$ cat config.mk
export PLATFORM = sky130hd
export DESIGN_NAME = video_sync_gen
export DESIGN_NICKNAME = d
export VERILOG_FILES = /design/src/rtl/video_sync_gen_pkg.sv /design/src/rtl/video_sync_gen_sync_axis_counter.sv /design/src/rtl/video_sync_gen.sv
export SDC_FILE = /design/constraint.sdc
export NUM_CORES = 1
export LEC_CHECK = 0
export CORE_UTILIZATION = 56
export CTS_CLUSTER_SIZE = 28
export DETAILED_ROUTE_END_ITERATION = 10
export PLACE_DENSITY = 0.95
export REMOVE_ABC_BUFFERS = 1
export SLEW_MARGIN = 10
export SYNTH_ARGS = -nofsm -noshare
export SYNTH_HDL_FRONTEND = slang
export SYNTH_SLANG_ARGS = --single-unit
export TNS_END_PERCENT = 20
$ cat constraint.sdc
create_clock -name clk -period 4.55 [get_ports clk]
set_clock_uncertainty 0.15 [all_clocks]
set_input_delay 1.365 -clock clk [delete_from_list [all_inputs] [get_ports clk]]
set_output_delay 1.365 -clock clk [all_outputs]
set_load 0.02 [all_outputs]
$ cat src/rtl/video_sync_gen_pkg.sv
// ============================================================================
// Module   : video_timing_pkg
// Brief    : Raster timing descriptor, derived-position helper and defaults.
// Revision : 1.0
// ============================================================================
`default_nettype none

package video_timing_pkg;

    typedef struct packed {
        int unsigned active;
        int unsigned fp;
        int unsigned sync;
        int unsigned bp;
    } timing_t;

    typedef struct packed {
        int unsigned total;
        int unsigned sync_start;
        int unsigned sync_end;
    } timing_derived_t;

    localparam timing_t c_h_default = '{active: 320, fp: 16, sync: 32, bp: 32};
    localparam timing_t c_v_default = '{active: 240, fp: 4,  sync: 3,  bp: 15};

    function automatic timing_derived_t derive_timing(input timing_t t);
        timing_derived_t d;
        d.sync_start = t.active + t.fp;
        d.sync_end   = d.sync_start + t.sync - 1;
        d.total      = d.sync_start + t.sync + t.bp;
        return d;
    endfunction

endpackage

`default_nettype wire

$ cat src/rtl/video_sync_gen_sync_axis_counter.sv
// ============================================================================
// Module   : sync_axis_counter
// Brief    : One raster axis: position counter with registered blank and sync.
// Revision : 1.0
// ============================================================================
`default_nettype none

module sync_axis_counter
    import video_timing_pkg::*;
#(
    parameter int CNT_W = 12
) (
    input  logic             clk,
    input  logic             rst,
    input  logic             i_upd,
    input  logic             i_adv,
    input  logic             i_sync_stb,
    input  timing_t          i_timing,
    output logic [CNT_W-1:0] o_count,
    output logic             o_wrap,
    output logic             o_sync_start,
    output logic             o_blank,
    output logic             o_sync
);

    timing_derived_t  w_derived;
    logic [CNT_W-1:0] w_last;
    logic [CNT_W-1:0] w_active;
    logic [CNT_W-1:0] w_sync_first;
    logic [CNT_W-1:0] w_sync_last;
    logic [CNT_W-1:0] w_next;
    logic             w_wrap;

    logic [CNT_W-1:0] r_count;
    logic             r_blank;
    logic             r_sync;

    always_comb begin
        w_derived    = derive_timing(i_timing);
        w_last       = CNT_W'(w_derived.total - 1);
        w_active     = CNT_W'(i_timing.active);
        w_sync_first = CNT_W'(w_derived.sync_start);
        w_sync_last  = CNT_W'(w_derived.sync_end);
        w_wrap       = i_adv && (r_count == w_last);
        if (!i_adv) begin
            w_next = r_count;
        end else if (w_wrap) begin
            w_next = '0;
        end else begin
            w_next = r_count + CNT_W'(1);
        end
    end

    // Sync only re-evaluates on its edge strobe so it can be aligned to another axis.
    always_ff @(posedge clk) begin
        if (rst) begin
            r_count <= '0;
            r_blank <= 1'b1;
            r_sync  <= 1'b0;
        end else if (i_upd) begin
            r_count <= w_next;
            r_blank <= (w_next >= w_active);
            if (i_sync_stb) begin
                r_sync <= (w_next >= w_sync_first) && (w_next <= w_sync_last);
            end
        end
    end

    assign o_count      = r_count;
    assign o_wrap       = w_wrap;
    assign o_sync_start = i_upd && (w_next == w_sync_first);
    assign o_blank      = r_blank;
    assign o_sync       = r_sync;

endmodule

`default_nettype wire

$ cat src/rtl/video_sync_gen.sv
// ============================================================================
// Module   : video_sync_gen
// Brief    : Raster sync/blank/DE/coordinate generator on a pixel clock enable.
// Revision : 1.0
// ============================================================================
`default_nettype none

module video_sync_gen
    import video_timing_pkg::*;
#(
    parameter int H_ACTIVE = int'(c_h_default.active),
    parameter int H_FP     = int'(c_h_default.fp),
    parameter int H_SYNC   = int'(c_h_default.sync),
    parameter int H_BP     = int'(c_h_default.bp),
    parameter int V_ACTIVE = int'(c_v_default.active),
    parameter int V_FP     = int'(c_v_default.fp),
    parameter int V_SYNC   = int'(c_v_default.sync),
    parameter int V_BP     = int'(c_v_default.bp),
    parameter int HS_POL   = 1,
    parameter int VS_POL   = 1,
    parameter int CNT_W    = 12
) (
    input  logic             clk,
    input  logic             reset,
    input  logic             ce_pix,
    output logic             hsync,
    output logic             vsync,
    output logic             hblank,
    output logic             vblank,
    output logic             de,
    output logic [CNT_W-1:0] x,
    output logic [CNT_W-1:0] y,
    output logic             frame_start,
    output logic             line_start
);

    localparam timing_t c_h_timing = '{active: H_ACTIVE, fp: H_FP, sync: H_SYNC, bp: H_BP};
    localparam timing_t c_v_timing = '{active: V_ACTIVE, fp: V_FP, sync: V_SYNC, bp: V_BP};
    localparam longint  c_h_total  = longint'(H_ACTIVE) + H_FP + H_SYNC + H_BP;
    localparam longint  c_v_total  = longint'(V_ACTIVE) + V_FP + V_SYNC + V_BP;
    localparam longint  c_limit    = longint'(1) << CNT_W;

    generate
        if (H_ACTIVE < 1 || H_FP < 1 || H_SYNC < 1 || H_BP < 1 ||
            V_ACTIVE < 1 || V_FP < 1 || V_SYNC < 1 || V_BP < 1 ||
            HS_POL < 0 || HS_POL > 1 || VS_POL < 0 || VS_POL > 1 || CNT_W < 1 ||
            c_h_total > c_limit || c_v_total > c_limit) begin : g_param_check
            $fatal(1, "video_sync_gen: illegal timing parameters");
        end
    endgenerate

    logic             r_running;
    logic             r_frame_start;
    logic             r_line_start;

    logic             w_h_adv;
    logic             w_h_wrap;
    logic             w_h_sync_start;
    logic             w_h_blank;
    logic             w_h_sync;
    logic             w_v_wrap;
    logic             w_v_sync_start_unused;
    logic             w_v_blank;
    logic             w_v_sync;
    logic             w_line_enter;
    logic             w_frame_enter;

    // The first enabled update after reset presents (0,0) instead of advancing past it.
    assign w_h_adv       = ce_pix & r_running;
    assign w_line_enter  = ce_pix & (w_h_wrap | ~r_running);
    assign w_frame_enter = w_line_enter & (w_v_wrap | ~r_running);

    sync_axis_counter #(
        .CNT_W        (CNT_W)
    ) u_h_axis (
        .clk          (clk),
        .rst          (reset),
        .i_upd        (ce_pix),
        .i_adv        (w_h_adv),
        .i_sync_stb   (1'b1),
        .i_timing     (c_h_timing),
        .o_count      (x),
        .o_wrap       (w_h_wrap),
        .o_sync_start (w_h_sync_start),
        .o_blank      (w_h_blank),
        .o_sync       (w_h_sync)
    );

    // Vertical sync edges ride on the hsync leading edge, not on line start.
    sync_axis_counter #(
        .CNT_W        (CNT_W)
    ) u_v_axis (
        .clk          (clk),
        .rst          (reset),
        .i_upd        (ce_pix),
        .i_adv        (w_h_wrap),
        .i_sync_stb   (w_h_sync_start),
        .i_timing     (c_v_timing),
        .o_count      (y),
        .o_wrap       (w_v_wrap),
        .o_sync_start (w_v_sync_start_unused),
        .o_blank      (w_v_blank),
        .o_sync       (w_v_sync)
    );

    always_ff @(posedge clk) begin
        if (reset) begin
            r_running     <= 1'b0;
            r_frame_start <= 1'b0;
            r_line_start  <= 1'b0;
        end else begin
            r_frame_start <= w_frame_enter;
            r_line_start  <= w_line_enter;
            if (ce_pix) begin
                r_running <= 1'b1;
            end
        end
    end

    assign hsync       = (HS_POL != 0) ? w_h_sync : ~w_h_sync;
    assign vsync       = (VS_POL != 0) ? w_v_sync : ~w_v_sync;
    assign hblank      = w_h_blank;
    assign vblank      = w_v_blank;
    assign de          = ~w_h_blank & ~w_v_blank;
    assign frame_start = r_frame_start;
    assign line_start  = r_line_start;

endmodule

`default_nettype wire

==> run metrics, run 1 <==
status completed; critical path arrival 3960 ps; Post-Syn Instances 231; MaxCap Viol Count 0; 1st-iter DRT viols 178; Synth top area share 0.3430; Worst Path Buf+Inv 1; number of global-route vias before repair 1,612; Leakage 0.6920 nW; cell class contributing the biggest share of worst-path delay simple AND/OR/NAND/NOR gates; Distinct cells, synth 45; CTS buffer count 5; global-route wire length before repair 7721 microns; Power, Total 483.0 uW; Hold-fix buffers, CTS 0; dpl hpwl 3328 microns; Post-Layout Cell Count 308; Max VDD drop 0.0001763 V; Least-Margin Pin Slew 619.3 ps; Sequential Area 620.6 sq um; final hold vios 0; antenna diode count 0; Ys Warns 0; Req. time, crit path 4680 ps; worst slack, placed 374.0 ps; PwrDens 216.5 nW/um^2; Final Wtd Congestion 1.021; Max Clk Rate 0.2605 GHz; Slew HR 0.5833; Comb power frac 0.080; cell taking the most area after synthesis dfxtp_1; CP max FO 7; CP dominant cell by count nand4_1; P_int 353.4 uW; RSZ-0062 raised after global routing no; synth top area cells dfxtp_1 (34%), nor2_1 (4.6%), nand3_1 (4.4%); Die Ht 58.84 microns; DR vias 1,964; CP max stage cell or4_1; nets 269; fin crit period 3839 ps; Flop pwr share 0.591; Die ar. 3462 sq um; I/O Buffers 33; Seq cells post-synth 31; Worst path max stage delay 650 ps; DRT Pass-1 Iters 7; cells along the critical path clkdlybuf4s50_1, nand4_1, or4_1, or3_1, a221oi_1, nand4_1, o31ai_2; Fin Setup TNS 0 ps; clock transition at the registers of the reported paths 110 ps; Multi-input gate area 1119 sq um; sw frac 0.2682; Mean Syn Cell Area 7.832 sq um; setup bufs post-CTS 0; final setup vio count 0; Die W 58.84 microns; post-route setup slack 710.7 ps; post_cts resized 0; Core Area 3053 sq um; Post-synth top flop dfxtp_1; Seq/Total Area, Yosys 0.3430; Layout area overhead 23.31%; GRT overflow 0; Final ANT Viol Nets 0; post-DR wirelength/cell 15.52 microns; Boundary Pins 34; Post-synth EDFFs 0; CTS tree done; Clock Tree Root clkbuf_4; fraction of final layout cells sized beyond drive strength 1 0.06061; clock network fraction of design power 0.330; Switch Pwr 129.5 uW; WL final 4779 microns; class of the most critical setup path in -> reg; Rows 20; DR vias/cell 6.377; initial antenna violation count 0; All-Layer GR Usage 0.2950; Synth Cell Area 1809 sq um; Filler cells 252; DP Cell Count 300; Setup crit end kind flip-flop; DRC violations left 0; Starting Density 0.5926; maximum root-to-sink buffer count 2; Max Slew Vio Count 0; fraction of registers with async set/reset 0; HP Class reg -> reg; Worst Setup Start Kind input pin; worst-skew pair later-pin latency 350 ps; H-Tree Depth 2; clock sink count 31; largest net degree at the start of global routing 33; Final Cycle Share 0.8438
power groups by stage:
stage	Clock [mW]	Combinational (mW)	Sequential [mW]
after global placement	0	0.0370	0.291
after detailed placement	0	0.0378	0.291
final	0.159	0.0385	0.285
after global routing	0.173	0.0407	0.286
after floorplan	0	0.0124	0.295
after CTS	0.159	0.0380	0.285
placed cells by master, fill, tap and decap left out, types with 8 or more instances in the layout:
master / n
a21oi_1: 12
clkdlybuf4s50_1: 33
dfxtp_1: 31
nand2_1: 17
nand3_1: 16
nand4_1: 12
nor2_1: 22
nor2b_1: 8
nor3_1: 10
o21ai_0: 13
synthesized netlist by cell type, types with 4 or more instances:
cell type	number
nand2_1	17
dfxtp_1	31
a21oi_1	12
xnor2_1	7
nand4_1	12
or4_1	6
o21ai_0	13
nor2b_1	8
inv_1	6
or3_1	7
clkbuf_1	10
xor2_1	5
and4_1	4
nor2_1	22
nand3_1	16
nor3_1	10
per-stage QoR:
step / area, sq um / hold slack (ps) / util
6_report: 2231 / 403.8 / 0.7307
5_1_grt: 2231 / 435.0 / 0.7307
4_1_cts: 2231 / 389.3 / 0.7307
3_5_place_dp: 2177 / 373.0 / 0.7131
3_3_place_gp: 2177 / 372.5 / 0.7131
2_1_floorplan: 1762 / 375.9 / -
area by class of cell:
cell class	instances	share of cell area
sequential	31	0.2782
clock buffer	6	0.01851
multi-input combinational	182	0.5014
timing repair buffer	37	0.1615
inverter	6	0.01010
tap	44	0.02468
clock inverter	2	0.005609
flip-flops by register name (all words and copies together) (netlist names):
| name | flops |
|---|---|
| u_h_axis.o_count | 12 |
| u_v_axis.o_count | 12 |
| frame_start | 1 |
| line_start | 1 |
| r_running | 1 |
| u_h_axis.o_blank | 1 |
| u_h_axis.o_sync | 1 |
| u_v_axis.o_blank | 1 |
| u_v_axis.o_sync | 1 |
routing by layer:
metal,share of wire,wire length [microns],GRT usage
met4,0.026,126,0.1088
met3,0.12,567,0.09451
met5,0,0,0
met2,0.43,2042,0.4253
met1,0.43,2042,0.4104
worst paths after layout:
path	startpoint	endpoint	slack, ps	depth (start not counted)
worst min-delay path	u_h_axis.o_count[1]	u_h_axis.o_count[1]	400	2
worst max-delay path	ce_pix	u_v_axis.o_sync	710	7
worst min register to register	u_h_axis.o_count[1]	u_h_axis.o_count[1]	400	2
worst max register to register	u_h_axis.o_count[0]	u_v_axis.o_sync	1450	7
worst reg2reg max path, stage by stage (launching register included):
cell      delay (ps)
dfxtp_1          470
ha_1             280
nand4_1          270
or4_1            650
or3_1            410
a221oi_1         400
nand4_1          170
o31ai_2          240
logic make-up (layout without fill, tap and decap cells):
kind of cell    count (synthesis)  in the layout  share of synthesized area
flops                          31             31                     0.3430
xor+xnor                       12             12                    0.05809
buf+inv                        18             51                    0.03873
fa+ha+maj                       3              3                    0.02075
compound gates                 44             44                     0.1584
simple gates                  123            123                     0.3811
No activity file was read; power rests on OpenSTA's default activity.
==> inputs of run 2 (changes only) <==
--- a/config.mk
+++ b/config.mk
@@ -5,10 +5,10 @@
 export SDC_FILE = /design/constraint.sdc
 export NUM_CORES = 1
 export LEC_CHECK = 0
-export CORE_UTILIZATION = 56
+export CORE_UTILIZATION = 52
 export CTS_CLUSTER_SIZE = 28
 export DETAILED_ROUTE_END_ITERATION = 10
-export PLACE_DENSITY = 0.95
+export PLACE_DENSITY = 0.9
 export REMOVE_ABC_BUFFERS = 1
 export SLEW_MARGIN = 10
 export SYNTH_ARGS = -nofsm -noshare
==> constraint.sdc (replaced) <==
create_clock -name clk -period 3.9 [get_ports clk]
set_clock_uncertainty 0.15 [all_clocks]
set_input_delay 1.17 -clock clk [delete_from_list [all_inputs] [get_ports clk]]
set_output_delay 1.17 -clock clk [all_outputs]
set_load 0.02 [all_outputs]
==> run metrics, run 2 (same netlist as run 1, synthesis figures left out) <==
status completed; H-Tree Depth 2; post_cts resized 0; Worst Path Buf+Inv 1; met1 usage 0.3937; Rows 21; CTS buffer count 5; Die W 60.99 microns; worst-skew pair later-pin latency 360 ps; critical path arrival 3470 ps; largest net degree at the start of global routing 17; Final Wtd Congestion 0.8990; Max Slew Vio Count 0; DRC violations left 0; commonest non-fill, non-tap cell in the layout clkdlybuf4s50_1; most frequent cells in the layout clkdlybuf4s50_1 (33), dfxtp_1 (31), nor2_1 (22), nand2_1 (17), nand3_1 (16); Max Clk Rate 0.2995 GHz; Least-Margin Pin Slew 451.4 ps; fraction of final layout cells sized beyond drive strength 1 0.08178; Worst path max stage delay 550 ps; All-Layer GR Usage 0.2794; HP Start u_h_axis.o_count[1]; Filler cells 281; Die Ht 60.99 microns; Power, Total 653.0 uW; Fin Setup TNS 0 ps; post-DR wirelength/cell 15.58 microns; setup bufs post-CTS 0; Hold-fix buffers, CTS 0; Worst Setup Start Kind input pin; maximum root-to-sink buffer count 2; initial antenna violation count 0; Boundary Pins 34; global-route wire length before repair 7548 microns; cells along the critical path clkdlybuf4s50_1, nand4_1, or4_1, or3_1, a221oi_1, nand4_1, o31ai_2; dpl hpwl 3507 microns; GR Layer Usage met3 0.07676; Flop pwr share 0.511; clock sink count 31; CP max stage cell or4_1; Final Cycle Share 0.8560; clock network fraction of design power 0.417; Starting Density 0.5422; CP max FO 4; class of the most critical setup path in -> reg; DRT Pass-1 Iters 5; reg2reg start u_h_axis.o_count[0]; Req. time, crit path 4040 ps; Setup crit end kind flip-flop; Die ar. 3719 sq um; clock transition at the registers of the reported paths 110 ps; Switch Pwr 157.4 uW; cell class contributing the biggest share of worst-path delay simple AND/OR/NAND/NOR gates; sw frac 0.2411; DR vias/cell 6.184; Max VDD drop 0.0002252 V; RSZ-0062 raised after global routing no; GRT overflow 0; WL final 4907 microns; final hold vios 0; Comb power frac 0.072; MaxCap Viol Count 0; Worst Setup SP ce_pix; I/O Buffers 33; met2 usage 0.4050; Core Area 3337 sq um; fin crit period 3339 ps; Clock Tree Root clkbuf_4; CP dominant cell by count nand4_1; Leakage 0.7349 nW; P_int 495.6 uW; number of global-route vias before repair 1,595; PwrDens 283.5 nW/um^2; Slew HR 0.6969; final setup vio count 0; Final ANT Viol Nets 0; Layout area overhead 27.32%; nets 274; HP Class reg -> reg; Most Used Layer, Global Route met2; antenna diode count 0; 1st-iter DRT viols 129; CTS tree done; DR vias 1,948
==> run 2: cell count changes in the layout (fill, tap and decap cells not counted) <==
cell and change:
clkbuf_8 +1, bufinv_16 +1, clkinvlp_4 -1, buf_4 +5
clkbuf_1 -1
==> run 2: layout make-up <==
class	count	area (sq um)	share of cell area
Multi-Input combinational cell	182	1119	0.4856
Sequential cell	31	620.6	0.2694
Timing Repair Buffer	42	397.9	0.1727
Tap cell	46	57.56	0.02499
Clock buffer	6	51.30	0.02227
Clock inverter	2	35.03	0.01521
Inverter	6	22.52	0.009777
==> run 2: layer usage <==
| layer | vias up | wire, microns |
|---|---|---|
| met5 | - | 0 |
| met4 | 0 | 116 |
| met3 | 14 | 324 |
| met2 | 73 | 2284 |
| met1 | 931 | 2182 |
| li1 | 930 | - |
==> run 2: worst paths after layout <==
check | to | slack [ps] | depth (start not counted)
max | u_v_axis.o_sync | 560 | 7
min reg2reg | u_h_axis.o_count[1] | 390 | 2
min | u_h_axis.o_count[1] | 390 | 2
max reg2reg | u_v_axis.o_sync | 1080 | 7
==> run 2: power groups by stage <==
stage / combinational (mW) / sequential, mW / clock [mW]
6_report: 0.0473 / 0.334 / 0.272
5_1_grt: 0.0512 / 0.335 / 0.288
4_1_cts: 0.0472 / 0.333 / 0.272
3_5_place_dp: 0.0468 / 0.340 / 0
3_3_place_gp: 0.0453 / 0.340 / 0
2_1_floorplan: 0.0145 / 0.344 / 0
==> run 2: worst min-delay path, cell delays in order (launching register included) <==
cell,delay [ps]
dfxtp_1,370
nand2_1,70
a21oi_1,50
==> run 2: per-stage QoR <==
| stage | setup slack [ps] | std cells | util | area [sq um] | hold slack (ps) |
|---|---|---|---|---|---|
| after floorplan | 576.9 | 219 | - | 1762 | 375.9 |
| after global placement | 257.1 | 307 | 0.6644 | 2217 | 365.5 |
| after detailed placement | 200.3 | 307 | 0.6644 | 2217 | 374.1 |
| after CTS | 571.1 | 315 | 0.6903 | 2303 | 390.9 |
| after global routing | 436.1 | 315 | 0.6903 | 2303 | 415.6 |
| final | 561.5 | 315 | 0.6903 | 2303 | 388.7 |
